**config.mk**
```make
export PLATFORM = sky130hd
export DESIGN_NAME = load_store_unit
export DESIGN_NICKNAME = d
export VERILOG_FILES = /design/src/rtl/load_store_unit.sv
export SDC_FILE = /design/constraint.sdc
export NUM_CORES = 1
export LEC_CHECK = 0
export ABC_AREA = 0
export CORE_MARGIN = 5
export CORE_UTILIZATION = 43
export DETAILED_ROUTE_END_ITERATION = 10
export GPL_TIMING_DRIVEN = 1
export PLACE_DENSITY = 0.82
export SYNTH_ARGS = -nofsm -noshare
export SYNTH_HDL_FRONTEND = slang
export SYNTH_SLANG_ARGS = --single-unit
```
**constraint.sdc**
```tcl
create_clock -name clk -period 4.24 [get_ports clk]
set_clock_uncertainty 0.1 [all_clocks]
set_input_delay 0.636 -clock clk [delete_from_list [all_inputs] [get_ports clk]]
set_output_delay 0.636 -clock clk [all_outputs]
set_load 0.01 [all_outputs]
```
**src/rtl/load_store_unit.sv**
```systemverilog
`default_nettype none
// load_store_unit: RV32I load/store sequencer driving a byte-lane-masked synchronous data memory.
// Rev 1.0 -- initial release.
module load_store_unit #(
  parameter int DMEM_WIDTH   = 16,
  parameter int READ_LATENCY = 1
) (
  input  logic                  clk,
  input  logic                  reset,
  input  logic                  req_valid,
  output logic                  req_ready,
  input  logic                  req_write,
  input  logic [2:0]            req_funct3,
  input  logic [31:0]           req_addr,
  input  logic [31:0]           req_wdata,
  output logic                  resp_valid,
  output logic [31:0]           resp_rdata,
  output logic                  resp_misaligned,
  output logic                  resp_illegal,
  output logic                  data_en,
  output logic [DMEM_WIDTH-1:0] data_addr,
  output logic [3:0]            data_we,
  output logic [31:0]           data_write,
  input  logic [31:0]           data_read
);

  typedef enum logic [1:0] {
    IDLE   = 2'd0,
    ACCESS = 2'd1,
    WAIT   = 2'd2,
    RESP   = 2'd3
  } state_t;

  localparam int               CNT_W    = 2;
  localparam logic [CNT_W-1:0] CNT_LAST = CNT_W'(READ_LATENCY - 1);

  state_t           state;
  state_t           state_next;
  logic [CNT_W-1:0] cnt;
  logic             write_q;
  logic [2:0]       funct3_q;
  logic [1:0]       off_q;

  logic             accept;
  logic             illegal;
  logic             misaligned;
  logic             wait_done;
  logic [3:0]       we_mask;
  logic [31:0]      lane_data;
  logic [31:0]      shifted;
  logic [31:0]      load_ext;

  // Address bits above the memory window are intentionally dropped.
  logic unused_addr_bits;
  assign unused_addr_bits = ^req_addr[31:DMEM_WIDTH+2];

  assign accept    = (state == IDLE) && req_valid;
  assign wait_done = (cnt == CNT_LAST);

  always_comb begin
    illegal    = 1'b0;
    misaligned = 1'b0;
    we_mask    = 4'b0000;
    lane_data  = 32'h0;
    if (req_write) begin
      illegal = req_funct3[2] || (req_funct3 == 3'b011);
    end else begin
      illegal = (req_funct3 == 3'b011) || (req_funct3[2:1] == 2'b11);
    end
    misaligned = ((req_funct3[1:0] == 2'b01) && req_addr[0]) ||
                 ((req_funct3[1:0] == 2'b10) && (req_addr[1:0] != 2'b00));
    case (req_funct3[1:0])
      2'b00: begin
        we_mask   = 4'b0001 << req_addr[1:0];
        lane_data = {4{req_wdata[7:0]}};
      end
      2'b01: begin
        we_mask   = 4'b0011 << {req_addr[1], 1'b0};
        lane_data = {2{req_wdata[15:0]}};
      end
      default: begin
        we_mask   = 4'b1111;
        lane_data = req_wdata;
      end
    endcase
  end

  always_comb begin
    state_next = state;
    case (state)
      IDLE: begin
        if (req_valid) begin
          state_next = (illegal || misaligned) ? RESP : ACCESS;
        end
      end
      ACCESS:  state_next = write_q ? RESP : WAIT;
      WAIT:    state_next = wait_done ? RESP : WAIT;
      RESP:    state_next = IDLE;
      default: state_next = IDLE;
    endcase
  end

  // Lane select and extension of the returned word.
  always_comb begin
    shifted  = data_read >> {off_q, 3'b000};
    load_ext = 32'h0;
    case (funct3_q)
      3'b000:  load_ext = {{24{shifted[7]}}, shifted[7:0]};
      3'b001:  load_ext = {{16{shifted[15]}}, shifted[15:0]};
      3'b010:  load_ext = shifted;
      3'b100:  load_ext = {24'h0, shifted[7:0]};
      3'b101:  load_ext = {16'h0, shifted[15:0]};
      default: load_ext = 32'h0;
    endcase
  end

  always_ff @(posedge clk or posedge reset) begin
    if (reset) begin
      state           <= IDLE;
      cnt             <= '0;
      write_q         <= 1'b0;
      funct3_q        <= 3'b000;
      off_q           <= 2'b00;
      req_ready       <= 1'b1;
      resp_valid      <= 1'b0;
      resp_rdata      <= 32'h0;
      resp_misaligned <= 1'b0;
      resp_illegal    <= 1'b0;
      data_en         <= 1'b0;
      data_addr       <= '0;
      data_we         <= 4'b0000;
      data_write      <= 32'h0;
    end else begin
      state      <= state_next;
      req_ready  <= (state_next == IDLE);
      resp_valid <= (state_next == RESP);
      data_en    <= (state_next == ACCESS);
      // Only an accepted, non-faulting store reaches ACCESS with req_write set.
      data_we    <= ((state_next == ACCESS) && req_write) ? we_mask : 4'b0000;

      resp_illegal    <= accept && illegal;
      resp_misaligned <= accept && !illegal && misaligned;
      resp_rdata      <= ((state == WAIT) && wait_done) ? load_ext : 32'h0;

      if (state == ACCESS) begin
        cnt <= '0;
      end else if (state == WAIT) begin
        cnt <= cnt + 1'b1;
      end

      if (accept) begin
        write_q    <= req_write;
        funct3_q   <= req_funct3;
        off_q      <= req_addr[1:0];
        data_addr  <= req_addr[DMEM_WIDTH+1:2];
        data_write <= lane_data;
      end
    end
  end

endmodule
`default_nettype wire

```
# --- Yosys cells after proc, flatten, opt, wreduce, memory -nomap -nowiden ---
# Cells that the tools add are included.
word_totals:
  latch_bits: 0
  rom_bits: 0
  ram_bits: 0
  regBits: 99
  mem_count: 0
  wordCells: 64
  in_bits: 103
op_classes:
  bitwise: 0
  n_eq_ne: 13
  magnitude_cmp: 0
  shift: 3
  n_div: 0
  multipliers: 0
  n_reduce_logical: 20
  add_sub_neg: 1
  muxes: 13
op_table:
  columns: ["cell", "n"]
  rows:
  - ["32-bit one-hot mux with 5 select lines", 1]
  - ["32-bit one-hot mux with 2 select lines", 1]
  - ["32-bit 2-to-1 mux", 1]
  - ["32-bit by 5-bit >> shifter with 32-bit output", 1]
  - ["2-bit equality test, second input constant", 5]
  - ["1-bit logical AND", 8]
  - ["2-bit logical NOT", 4]
  - ["2-bit 2-to-1 mux", 4]
  - ["2-bit one-hot mux with 4 select lines", 1]
  - ["4-bit one-hot mux with 2 select lines", 1]
  - ["2-bit by 1-bit equality test with 1-bit output, second input constant", 3]
  - ["3-bit by 2-bit equality test with 1-bit output, second input constant", 2]
  - ["3-bit equality test, second input constant", 2]
  - ["1-bit logical OR", 4]
  - ["4-bit 2-to-1 mux", 1]
  - ["2-bit nonzero test", 2]
  - ["1-bit by 2-bit << shifter with 4-bit output, first input constant", 1]
  - ["2-bit by 2-bit << shifter with 4-bit output, first input constant", 1]
  - ["3-bit by 1-bit equality test with 1-bit output, second input constant", 1]
  - ["3-bit logical NOT", 1]
  - ["1-bit 2-to-1 mux", 3]
  - ["2-bit by 1-bit adder with 2-bit output, second input constant", 1]
  - ["1-bit logical NOT", 1]

# --- Logic depth before layout (Yosys ltp) ---
# Gate-level depths: netlist of run 1.
logic_depth:
  depth_word: 10
  depth_mapped: 6
  mapped_depth_nobuf: 6

# --- Least setup slack after synthesis of run 1 ---
# No wires, ideal clock.
synth_timing:
  path_type: "input -> register"
  from: "in req_funct3[0]"
  to: "reg resp_valid"
  arrival_ns: 1.644
  cell_stages: 6
  required_ns: 4.021
  path_slack_ns: 2.377
  path_cell_list: "clkbuf_1 o21ai_0 nand4_1 o221a_2 clkbuf_1 and2_1"
synth_between:
  elab_chain_len: 8
synth_rtl:
  columns: ["element", "line", "source"]
  rows:
  - ["start, declared", "13", "input logic [2:0] req_funct3,"]
  - ["3-bit by 2-bit equality test with 1-bit output, or another cell as far along", "66, 68", null]
  - ["1-bit logical OR, or another cell as far along", "68", "illegal = (req_funct3 == 3'b011) || (req_funct3[2:1] == 2'b11);"]
  - ["1-bit 2-to-1 mux or 1-bit logical OR (tied branches)", "65, 70", null]
  - ["1-bit logical OR *", "93", "state_next = (illegal || misaligned) ? RESP : ACCESS;"]
  - ["2-bit 2-to-1 mux *", "93", null]
  - ["2-bit 2-to-1 mux *", "92", "if (req_valid) begin"]
  - ["2-bit one-hot mux with 4 select lines *", "90", "case (state)"]
  - ["named net state_next[1]", "38", "state_t state_next;"]
  - ["2-bit equality test *", "136", "resp_valid <= (state_next == RESP);"]
  - ["end signal, assigned", "136", null]
  - ["end, declared", "16", "output logic resp_valid,"]
# Mark *: on every way through the listed nets, which the timed path passes. The rest lies on a longest branch.
# A chain may end at the register's enable or synchronous reset.

# --- Worst setup path in the final report of run 1 ---
layout_timing:
  from: "reg off_q[1]"
  to: "reg resp_rdata[12]"
layout_between:
  elab_chain_len: 3
layout_rtl:
  columns: ["element", "line", "source"]
  rows:
  - ["start, declared", "42", "logic [1:0] off_q;"]
  - ["start signal, assigned", "154", "off_q <= req_addr[1:0];"]
  - ["32-bit by 5-bit >> shifter with 32-bit output", "105", "shifted = data_read >> {off_q, 3'b000};"]
  - ["32-bit one-hot mux with 5 select lines", "107", "case (funct3_q)"]
  - ["32-bit 2-to-1 mux", "143", "resp_rdata <= ((state == WAIT) && wait_done) ? load_ext : 32'h0;"]
  - ["end signal, assigned", "143", null]
  - ["end, declared", "17", "output logic [31:0] resp_rdata,"]
# Every way passes these cells.

==> results of run 1 <==
==> registers in the layout, summed over array words and instances, names as in the netlist, 2 cells and up <==
signal / count
data_write: 32
off_q: 2
data_we: 4
state: 2
cnt: 2
funct3_q: 3
data_addr: 16
resp_rdata: 32
==> metal layers <==
metal | up-vias | track usage [%] | share of wire, %
met5 | - | 0 | 0
met3 | 24 | 8.37 | 10
met4 | 0 | 6.97 | 2.3
met1 | 1714 | 24.2 | 40
met2 | 167 | 33.8 | 48
li1 | 1720 | - | -
==> layout make-up <==
cell class	instances	area (sq um)	share of cell area, %
Sequential cell	99	2480	37.9
Inverter	7	28.8	0.440
Tap cell	136	170	2.60
Multi-Input combinational cell	266	1840	28.2
Clock inverter	4	51.3	0.785
Clock buffer	12	145	2.22
Timing Repair Buffer	182	1820	27.9
==> worst max path at each step <==
stage	startpoint	to	slack, ps
after global routing	off_q[1]$_DFFE_PP0P_	resp_rdata[9]$_DFF_PP0_	1610
after global placement	req_funct3[0]	resp_valid$_DFF_PP0_	1550
final	off_q[1]$_DFFE_PP0P_	resp_rdata[12]$_DFF_PP0_	1740
after floorplan	reset	cnt[0]$_DFFE_PP0P_	920
after detailed placement	req_funct3[0]	data_we[1]$_DFF_PP0_	1480
after CTS	off_q[1]$_DFFE_PP0P_	resp_rdata[12]$_DFF_PP0_	1750
==> placed cells by master (no fill, tap or decap), types with 2 or more instances in the layout <==
master	synthesis	layout
mux2i_1	45	45
inv_1	7	6
nand2_1	35	34
clkdlybuf4s50_1	0	177
and2_0	2	2
nand4_1	2	2
o22ai_1	2	2
nor2b_1	10	10
nand2b_1	3	3
clkbuf_1	16	2
o21ai_0	43	43
dfrtp_1	98	98
buf_4	0	4
clkbuf_8	0	10
ha_1	4	4
mux2_2	29	29
a21oi_2	2	2
a211oi_1	14	14
a21oi_1	18	18
nor2_1	27	27
nor3_1	4	4
and2_1	6	6
a21o_1	8	8
==> synth_stat cells (2+ instances only) <==
| cell | instances |
|---|---|
| buf_1 | 3 |
| inv_1 | 7 |
| buf_2 | 5 |
| ha_1 | 4 |
| nor2b_1 | 10 |
| mux2i_1 | 45 |
| a21oi_1 | 18 |
| o22ai_1 | 2 |
| dfrtp_1 | 98 |
| nand4_1 | 2 |
| mux2_2 | 29 |
| nor2_1 | 27 |
| and2_1 | 6 |
| nand2b_1 | 3 |
| and2_0 | 2 |
| a21o_1 | 8 |
| o21ai_0 | 43 |
| clkbuf_1 | 16 |
| a211oi_1 | 14 |
| a21oi_2 | 2 |
| nand2_1 | 35 |
| nor3_1 | 4 |
==> worst max-delay path: cells and delay by family (launching register included) <==
family	cells	cell delay [ps]
AND/OR/NAND/NOR	1	580
buffers and inverters	1	210
flip-flops	1	930
AO/OA/AOI/OAI	1	210
multiplexers	1	350
==> report_power, final <==
group	leakage (nW)	total (mW)	internal, mW	switching (mW)
Combinational	1.53	1.85	1.00	0.845
Sequential	1.27	1.52	1.30	0.225
Clock	0.0970	0.615	0.291	0.324
==> cell families after synthesis <==
group | after synthesis | share of synthesized area, %
compound gates | 94 | 12.8
xor+xnor | 1 | 0.197
fa+ha+maj | 4 | 1.12
buf+inv | 32 | 3.01
flops | 99 | 55.7
mux | 75 | 17.8
simple gates | 92 | 9.39
==> results.ini, run 1 <==
[run_status]
status=finished, final reports clean

[min_path]
hold_class=register to register
whs_path_depth=2
min_from=data_write[12]$_DFFE_PP0P_
min_to=data_write[12]$_DFFE_PP0P_

[placement]
dpl.cell_count=690
port_buffers=177
post-dp-hpwl_mm=9.62
dpl_cell_area_sq_mm=0.00634
routabilityCongestion=0.814
dp_slack_ps=1480

[cells_and_area]
fin_util_pct=63.9
drive_above_1_share_pct=10.0
fin_cells=706
area_growth_pct=46.9
nNetsFinal=672
finalInstanceArea_sq_mm=0.00654
n_fill_cell=841
antenna_cells=0

[logic_synthesis]
synth-edff-count=0
ys_ff_latch=99
synthArstFlopShare_pct=100
synth.top_cells.by_area=dfrtp_1, mux2i_1, mux2_2
avgSynthCellArea_sq_um=11.2
synth_nets=504
ys.flop_type=dfrtp_1
syn_area_sq_mm=0.00445
ys_seq_area_share_pct=55.7
yosys.area.top_type=dfrtp_1
yosysWarnings=0
syn_inst=397
synth_top_area_share_pct=55.1
ys_types=36

[sta]
min_period_ps=2500
setup_violations=0
setup_slack_ps=1740
fin_crit_sh_pct=58.9
final.setup.tns_ps=0
rsz0062_at_grt=no
worstMarginPinSlew_ps=885
hold_ws_ps=387
slew_headroom_pct=41.0
hold_viol=0
fmax_mhz=401
drv_slew=0

[job]
cap_violations=0

[clock_network]
numClockSinks=99
cts_hold_buffers=0
cts_inserted_buffers=9
path_clk_slew_ps=90
clockBufferDepth=2
htreeDepth=3
insertion_delay_ps=350
cts_resized=0
cts_tree=yes
cts-root-buf=clkbuf_8
cts_setup_buffers=0

[detailed_routing]
first_pass_iters=4
drt-wirelength-per-cell_um=17.9
drt_iter0_drc=191
wirelength_mm=12.7
drc=0
vias=3625
routed_via_density=5.13
ant_nets=0

[global_routing]
grt_pass1_wl_mm=20.5
antenna_found_initial=0
grt_max_degree=59
gr-total-overflow=0
grtUsageTotal_pct=20.5
grt_pass1_vias=3956

[floorplanning]
row_count=37
die_w_um=112
pin_count=192
die_h_um=112
start_util_pct=43.5
core_sq_mm=0.0102
dieArea_sq_mm=0.0125

[critical_path]
r2r_end=resp_rdata[12]$_DFF_PP0_
worstSetupEndpointType=register
slowest_delay_ps=930
worstSetupStartpointType=register
r2r_slack_ps=1740
worst-setup-path-type=register to register
reg2reg_depth=4
rr_startpoint=off_q[1]$_DFFE_PP0P_
arrival_ps=2650
cp_max_fo=28
slowest_stage=dfrtp_1
worstPathCellList=inv_1 -> mux2_4 -> or4_1 -> a21oi_1
crit_required_ps=4390

[pwr]
power_density_mw_per_mm2=610
leakagePower_nw=2.90
totalPowerFinal_mw=3.99
peakVddDrop_v=0.000371

Note: power is estimated with default switching activity, not from simulation.
==> run 2: changes to the inputs <==
- CORE_UTILIZATION: 43 -> 38
- PLACE_DENSITY: 0.82 -> 0.77
- clock period: 4.24 -> 2 ns (I/O delays scaled with it)
==> results.ini, run 2 (synthesis results as in run 1) <==
[run_status]
status=finished, final reports clean  ; unchanged

[cells_and_area]
nNetsFinal=689  ; was 672
antenna_cells=0  ; unchanged
final_cell_mix=clkdlybuf4s50_1, dfrtp_1, mux2i_1  ; unchanged
area_growth_pct=53.6  ; was 46.9%
drive_above_1_share_pct=13.1  ; was 10.0%
largestRegisters=data_write: 32 flops, resp_rdata: 32 flops, data_addr: 16 flops  ; unchanged
final_common_cell=clkdlybuf4s50_1  ; unchanged

[floorplanning]
die_h_um=118  ; was 112 um
pin_count=192  ; unchanged
die_w_um=118  ; was 112 um
dieArea_sq_mm=0.0140  ; was 0.0125 sq mm
core_sq_mm=0.0115  ; was 0.0102 sq mm
start_util_pct=38.8  ; was 43.5%
row_count=39  ; was 37

[pwr]
power_switching_mw=3.03  ; was 1.39 mW
totalPowerFinal_mw=9.08  ; was 3.99 mW
clkPwrFrac_pct=19.5  ; was 15.4%
p_int_mw=6.05  ; was 2.60 mW
leakagePower_nw=3.05  ; was 2.90 nW
peakVddDrop_v=0.000670  ; was 0.000371 V
switching_share_pct=33.4  ; was 34.9%
comb_power_share_pct=45.3  ; was 46.4%
power_density_mw_per_mm2=1330  ; was 610 mW/mm^2
power_frac_seq_pct=35.1  ; was 38.2%

[sta]
setup_violations=0  ; unchanged
fin_crit_sh_pct=95.7  ; was 58.9%
min_period_ps=1910  ; was 2500 ps
fmax_mhz=523  ; was 401 MHz
worstMarginPinSlew_ps=540  ; was 885 ps
drv_slew=0  ; unchanged
slew_headroom_pct=63.0  ; was 41.0%
setup_slack_ps=86.5  ; was 1740 ps
rsz0062_at_grt=no  ; unchanged
hold_viol=0  ; unchanged

[detailed_routing]
wirelength_mm=12.9  ; was 12.7 mm
drt_iter0_drc=215  ; was 191
drt-wirelength-per-cell_um=17.6  ; was 17.9 um
drc=0  ; unchanged
first_pass_iters=4  ; unchanged
ant_nets=0  ; unchanged
routed_via_density=5.08  ; was 5.13
vias=3708  ; was 3625

[critical_path]
worstSetupEndpointType=register  ; unchanged
crit_required_ps=2150  ; was 4390 ps
worstSetupStartpointType=register  ; unchanged
slowest_delay_ps=590  ; was 930 ps
worstPathCellList=mux2i_1 -> mux2_4 -> or4_1 -> a21oi_1  ; was inv_1 -> mux2_4 -> or4_1 -> a21oi_1
slowest_stage=or4_1  ; was dfrtp_1
cp_max_fo=8  ; was 28
r2r_slack_ps=90  ; was 1740 ps
arrival_ps=2070  ; was 2650 ps
worst-setup-path-type=register to register  ; unchanged

[clock_network]
insertion_delay_ps=340  ; was 350 ps
cts-root-buf=clkbuf_16  ; was clkbuf_8
cts_hold_buffers=0  ; unchanged
numClockSinks=99  ; unchanged
htreeDepth=3  ; unchanged
clockBufferDepth=2  ; unchanged
path_clk_slew_ps=60  ; was 90 ps
cts_setup_buffers=0  ; unchanged
cts_inserted_buffers=9  ; unchanged
cts_tree=yes  ; unchanged

[placement]
post-dp-hpwl_mm=9.84  ; was 9.62 mm
dp_slack_ps=-200  ; was 1480 ps
routabilityCongestion=0.808  ; was 0.814
port_buffers=177  ; unchanged

[global_routing]
antenna_found_initial=0  ; unchanged
grt_max_degree=51  ; was 59
gr-total-overflow=0  ; unchanged
grtUsageTotal_pct=18.4  ; was 20.5%
grt_pass1_wl_mm=20.9  ; was 20.5 mm
grt_pass1_vias=4036  ; was 3956

[min_path]
hold_class=input pin to async pin  ; was register to register

[job]
cap_violations=0  ; unchanged

[run 2: final cells by class]
type / count / area [sq um]
fillers: 961 / 4630
clock buffers: 12 / 256
well taps: 143 / 179
repair buffers: 199 / 2000
multi-input cells: 266 / 1840
clock inverters: 4 / 48.8
flip-flops and latches: 99 / 2480
inverters: 7 / 30.0
[run 2: per-stage QoR]
stage | hold WS, ps | instance area (sq um) | setup TNS [ps] | instances | utilization [%]
after CTS | 315 | 6830 | 0 | 730 | 59.6
final | 312 | 6840 | 0 | 730 | 59.6
after floorplan | 317 | 4450 | 0 | 397 | -
after detailed placement | 373 | 6530 | -1310 | 714 | 56.9
after global placement | 360 | 6530 | -998 | 714 | 56.9
after global routing | 343 | 6840 | 0 | 730 | 59.6
[run 2: final timing paths]
path                                       startpoint                         end  cells past startpoint
setup / recovery                 off_q[0]$_DFFE_PP0P_     resp_rdata[9]$_DFF_PP0_                      4
hold / removal                                  reset    resp_rdata[23]$_DFF_PP0_                      3
setup reg to reg                 off_q[0]$_DFFE_PP0P_     resp_rdata[9]$_DFF_PP0_                      4
hold reg to reg            data_write[24]$_DFFE_PP0P_  data_write[24]$_DFFE_PP0P_                      2
max in group asynchronous                       reset         req_ready$_DFF_PP1_                      3
min in group clk           data_write[24]$_DFFE_PP0P_  data_write[24]$_DFFE_PP0P_                      2
[run 2: critical path: cells and delay by family (launching register included)]
kind	cells	cell delay, ps
AO/OA/AOI/OAI	1	210
AND/OR/NAND/NOR	1	590
multiplexers	2	460
flip-flops	1	480
[run 2: power groups by stage]
stage | Clock (mW) | Sequential (mW) | Combinational, mW
floorplan | 0 | 3.44 | 1.81
global placement | 0 | 3.18 | 4.05
detailed placement | 0 | 3.22 | 4.15
CTS | 1.82 | 3.19 | 4.17
global route | 1.90 | 3.29 | 4.50
finish | 1.77 | 3.19 | 4.11
[run 2: metal layers]
| metal | up-vias | wire length (um) | global-route usage, % |
|---|---|---|---|
| met5 | - | 0 | 0 |
| met4 | 0 | 214 | 5.88 |
| met3 | 15 | 1520 | 9.60 |
| met2 | 166 | 5940 | 29.8 |
| met1 | 1765 | 5210 | 21.2 |
| li1 | 1762 | - | - |
[run 2: repair_timing]
item	in CTS	in global routing
resized for setup	0	2
hold endpoints to repair	0	0
setup endpoints to repair	0	11
==> run 3: changes to the inputs <==
==> constraint.sdc (replaced) <==
create_clock -name clk -period 2 [get_ports clk]
set_clock_uncertainty 0.1 [all_clocks]
set_input_delay 0.5 -clock clk [delete_from_list [all_inputs] [get_ports clk]]
set_output_delay 0.5 -clock clk [all_outputs]
set_load 0.01 [all_outputs]
==> results.ini, run 3 (synthesis results as in run 1) <==
[detailed_routing]
routed_via_density=5.07  ; was 5.08
first_pass_iters=5  ; was 4
drt-wirelength-per-cell_um=17.4  ; was 17.6 um
drc=0  ; unchanged
vias=3745  ; was 3708
wirelength_mm=12.8  ; was 12.9 mm
ant_nets=0  ; unchanged
drt_iter0_drc=188  ; was 215

[pwr]
comb_power_share_pct=45.0  ; was 45.3%
switching_share_pct=33.3  ; was 33.4%
power_density_mw_per_mm2=1330  ; about the same
leakagePower_nw=3.10  ; was 3.05 nW
power_switching_mw=3.07  ; was 3.03 mW
p_int_mw=6.14  ; was 6.05 mW
power_frac_seq_pct=34.6  ; was 35.1%
peakVddDrop_v=0.000727  ; was 0.000670 V
clkPwrFrac_pct=20.3  ; was 19.5%
totalPowerFinal_mw=9.21  ; was 9.08 mW

[global_routing]
grt.busiest_layer=met2  ; unchanged
antenna_found_initial=0  ; unchanged
grt_pass1_wl_mm=21.1  ; was 20.9 mm
grtUsageTotal_pct=18.4  ; about the same
grt_max_degree=49  ; was 51
use_met2_pct=29.2  ; was 29.8%
gr-total-overflow=0  ; unchanged
gr-usage-met1_pct=21.9  ; was 21.2%
grt_use_met3_pct=8.40  ; was 9.60%
grt_pass1_vias=4080  ; was 4036

[floorplanning]
dieArea_sq_mm=0.0140  ; unchanged
start_util_pct=38.8  ; unchanged
row_count=39  ; unchanged
core_sq_mm=0.0115  ; unchanged
die_w_um=118  ; unchanged
die_h_um=118  ; unchanged
pin_count=192  ; unchanged

[critical_path]
startpoint=data_read[31]  ; was off_q[0]$_DFFE_PP0P_
worst-setup-path-type=input pin to register  ; was register to register
rr_startpoint=off_q[0]$_DFFE_PP0P_  ; unchanged
arrival_ps=2070  ; about the same
cp_max_fo=8  ; unchanged
crit_required_ps=2150  ; about the same
worstSetupEndpointType=register  ; unchanged
worstSetupStartpointType=input pin  ; was register

[sta]
setup_violations=0  ; unchanged
final.setup.tns_ps=0  ; unchanged
fmax_mhz=520  ; was 523 MHz
setup_slack_ps=77.5  ; was 86.5 ps
hold_viol=0  ; unchanged
hold_ws_ps=362  ; was 312 ps
worstMarginPinSlew_ps=562  ; was 540 ps
drv_slew=0  ; unchanged
min_period_ps=1920  ; was 1910 ps
rsz0062_at_grt=no  ; unchanged
fin_crit_sh_pct=96.1  ; was 95.7%
slew_headroom_pct=61.5  ; was 63.0%

[clock_network]
cts_hold_buffers=0  ; unchanged
path_clk_slew_ps=70  ; was 60 ps
clockBufferDepth=2  ; unchanged
numClockSinks=99  ; unchanged
cts_inserted_buffers=9  ; unchanged
cts_tree=yes  ; unchanged
htreeDepth=3  ; unchanged
cts-root-buf=clkbuf_16  ; unchanged
insertion_delay_ps=340  ; about the same

[cells_and_area]
nNetsFinal=697  ; was 689
largestRegisters=data_write: 32 flops, resp_rdata: 32 flops, data_addr: 16 flops  ; unchanged
final_cell_mix=clkdlybuf4s50_1, dfrtp_1, mux2i_1  ; unchanged
drive_above_1_share_pct=14.5  ; was 13.1%
area_growth_pct=55.6  ; was 53.6%
antenna_cells=0  ; unchanged
final_common_cell=clkdlybuf4s50_1  ; unchanged

[job]
cap_violations=0  ; unchanged

[placement]
post-dp-hpwl_mm=10.0  ; was 9.84 mm
routabilityCongestion=0.806  ; was 0.808
dp_slack_ps=-371  ; was -200 ps
port_buffers=177  ; unchanged

[run_status]
status=finished, final reports clean  ; unchanged

[min_path]
hold_class=input pin to async pin  ; unchanged

run 3: critical path, cell delays in order:
cell             delay [ps]
clkdlybuf4s50_1         520
mux2i_1                 110
mux2_4                  290
or4_4                   480
a21oi_1                 170
run 3: power groups by stage:
stage | registers [mW] | logic (mW) | clock network [mW]
6_report | 3.19 | 4.15 | 1.87
4_1_cts | 3.20 | 4.20 | 1.92
3_5_place_dp | 3.22 | 4.18 | 0
3_3_place_gp | 3.18 | 4.09 | 0
5_1_grt | 3.29 | 4.52 | 2.00
2_1_floorplan | 3.44 | 1.81 | 0
run 3: path summary, 6_finish.rpt:
kind                       cells after the start                         end  slack [ps]
setup / recovery                               5    resp_rdata[13]$_DFF_PP0_          80
hold / removal                                 2      resp_illegal$_DFF_PP0_         360
setup reg to reg                               4    resp_rdata[13]$_DFF_PP0_         180
hold reg to reg                                2  data_write[12]$_DFFE_PP0P_         380
max in group asynchronous                      3         req_ready$_DFF_PP1_         900
min in group clk                               2  data_write[12]$_DFFE_PP0P_         380
run 3: what timing repair did:
action / CTS / global route
pin swaps: 0 / 0
setup endpoints to repair: 4 / 9
hold endpoints to repair: 0 / 0
buffers inserted: 0 / 0
gates cloned: 0 / 0
gates resized for setup: 1 / 2
run 3: through the flow:
| stage | utilization (%) | std cells | cell area, sq um |
|---|---|---|---|
| detailed placement | 57.4 | 722 | 6590 |
| global route | 60.4 | 738 | 6920 |
| floorplan | - | 397 | 4450 |
| global placement | 57.4 | 722 | 6590 |
| CTS | 60.3 | 738 | 6920 |
| finish | 60.4 | 738 | 6920 |
run 3: per-layer routing:
metal | wire length [um] | vias to the layer above | share of wire, %
met1 | 5170 | 1783 | 40
met3 | 1480 | 15 | 12
met4 | 245 | 0 | 1.9
met5 | 0 | - | 0
met2 | 5920 | 166 | 46
li1 | - | 1781 | -
run 3: final cells by class:
class | instances | area (sq um)
clock inverters | 7 | 101
well taps | 143 | 179
flip-flops and latches | 99 | 2480
inverters | 7 | 30.0
fillers | 960 | 4540
repair buffers | 207 | 2060
multi-input cells | 266 | 1850
clock buffers | 9 | 225
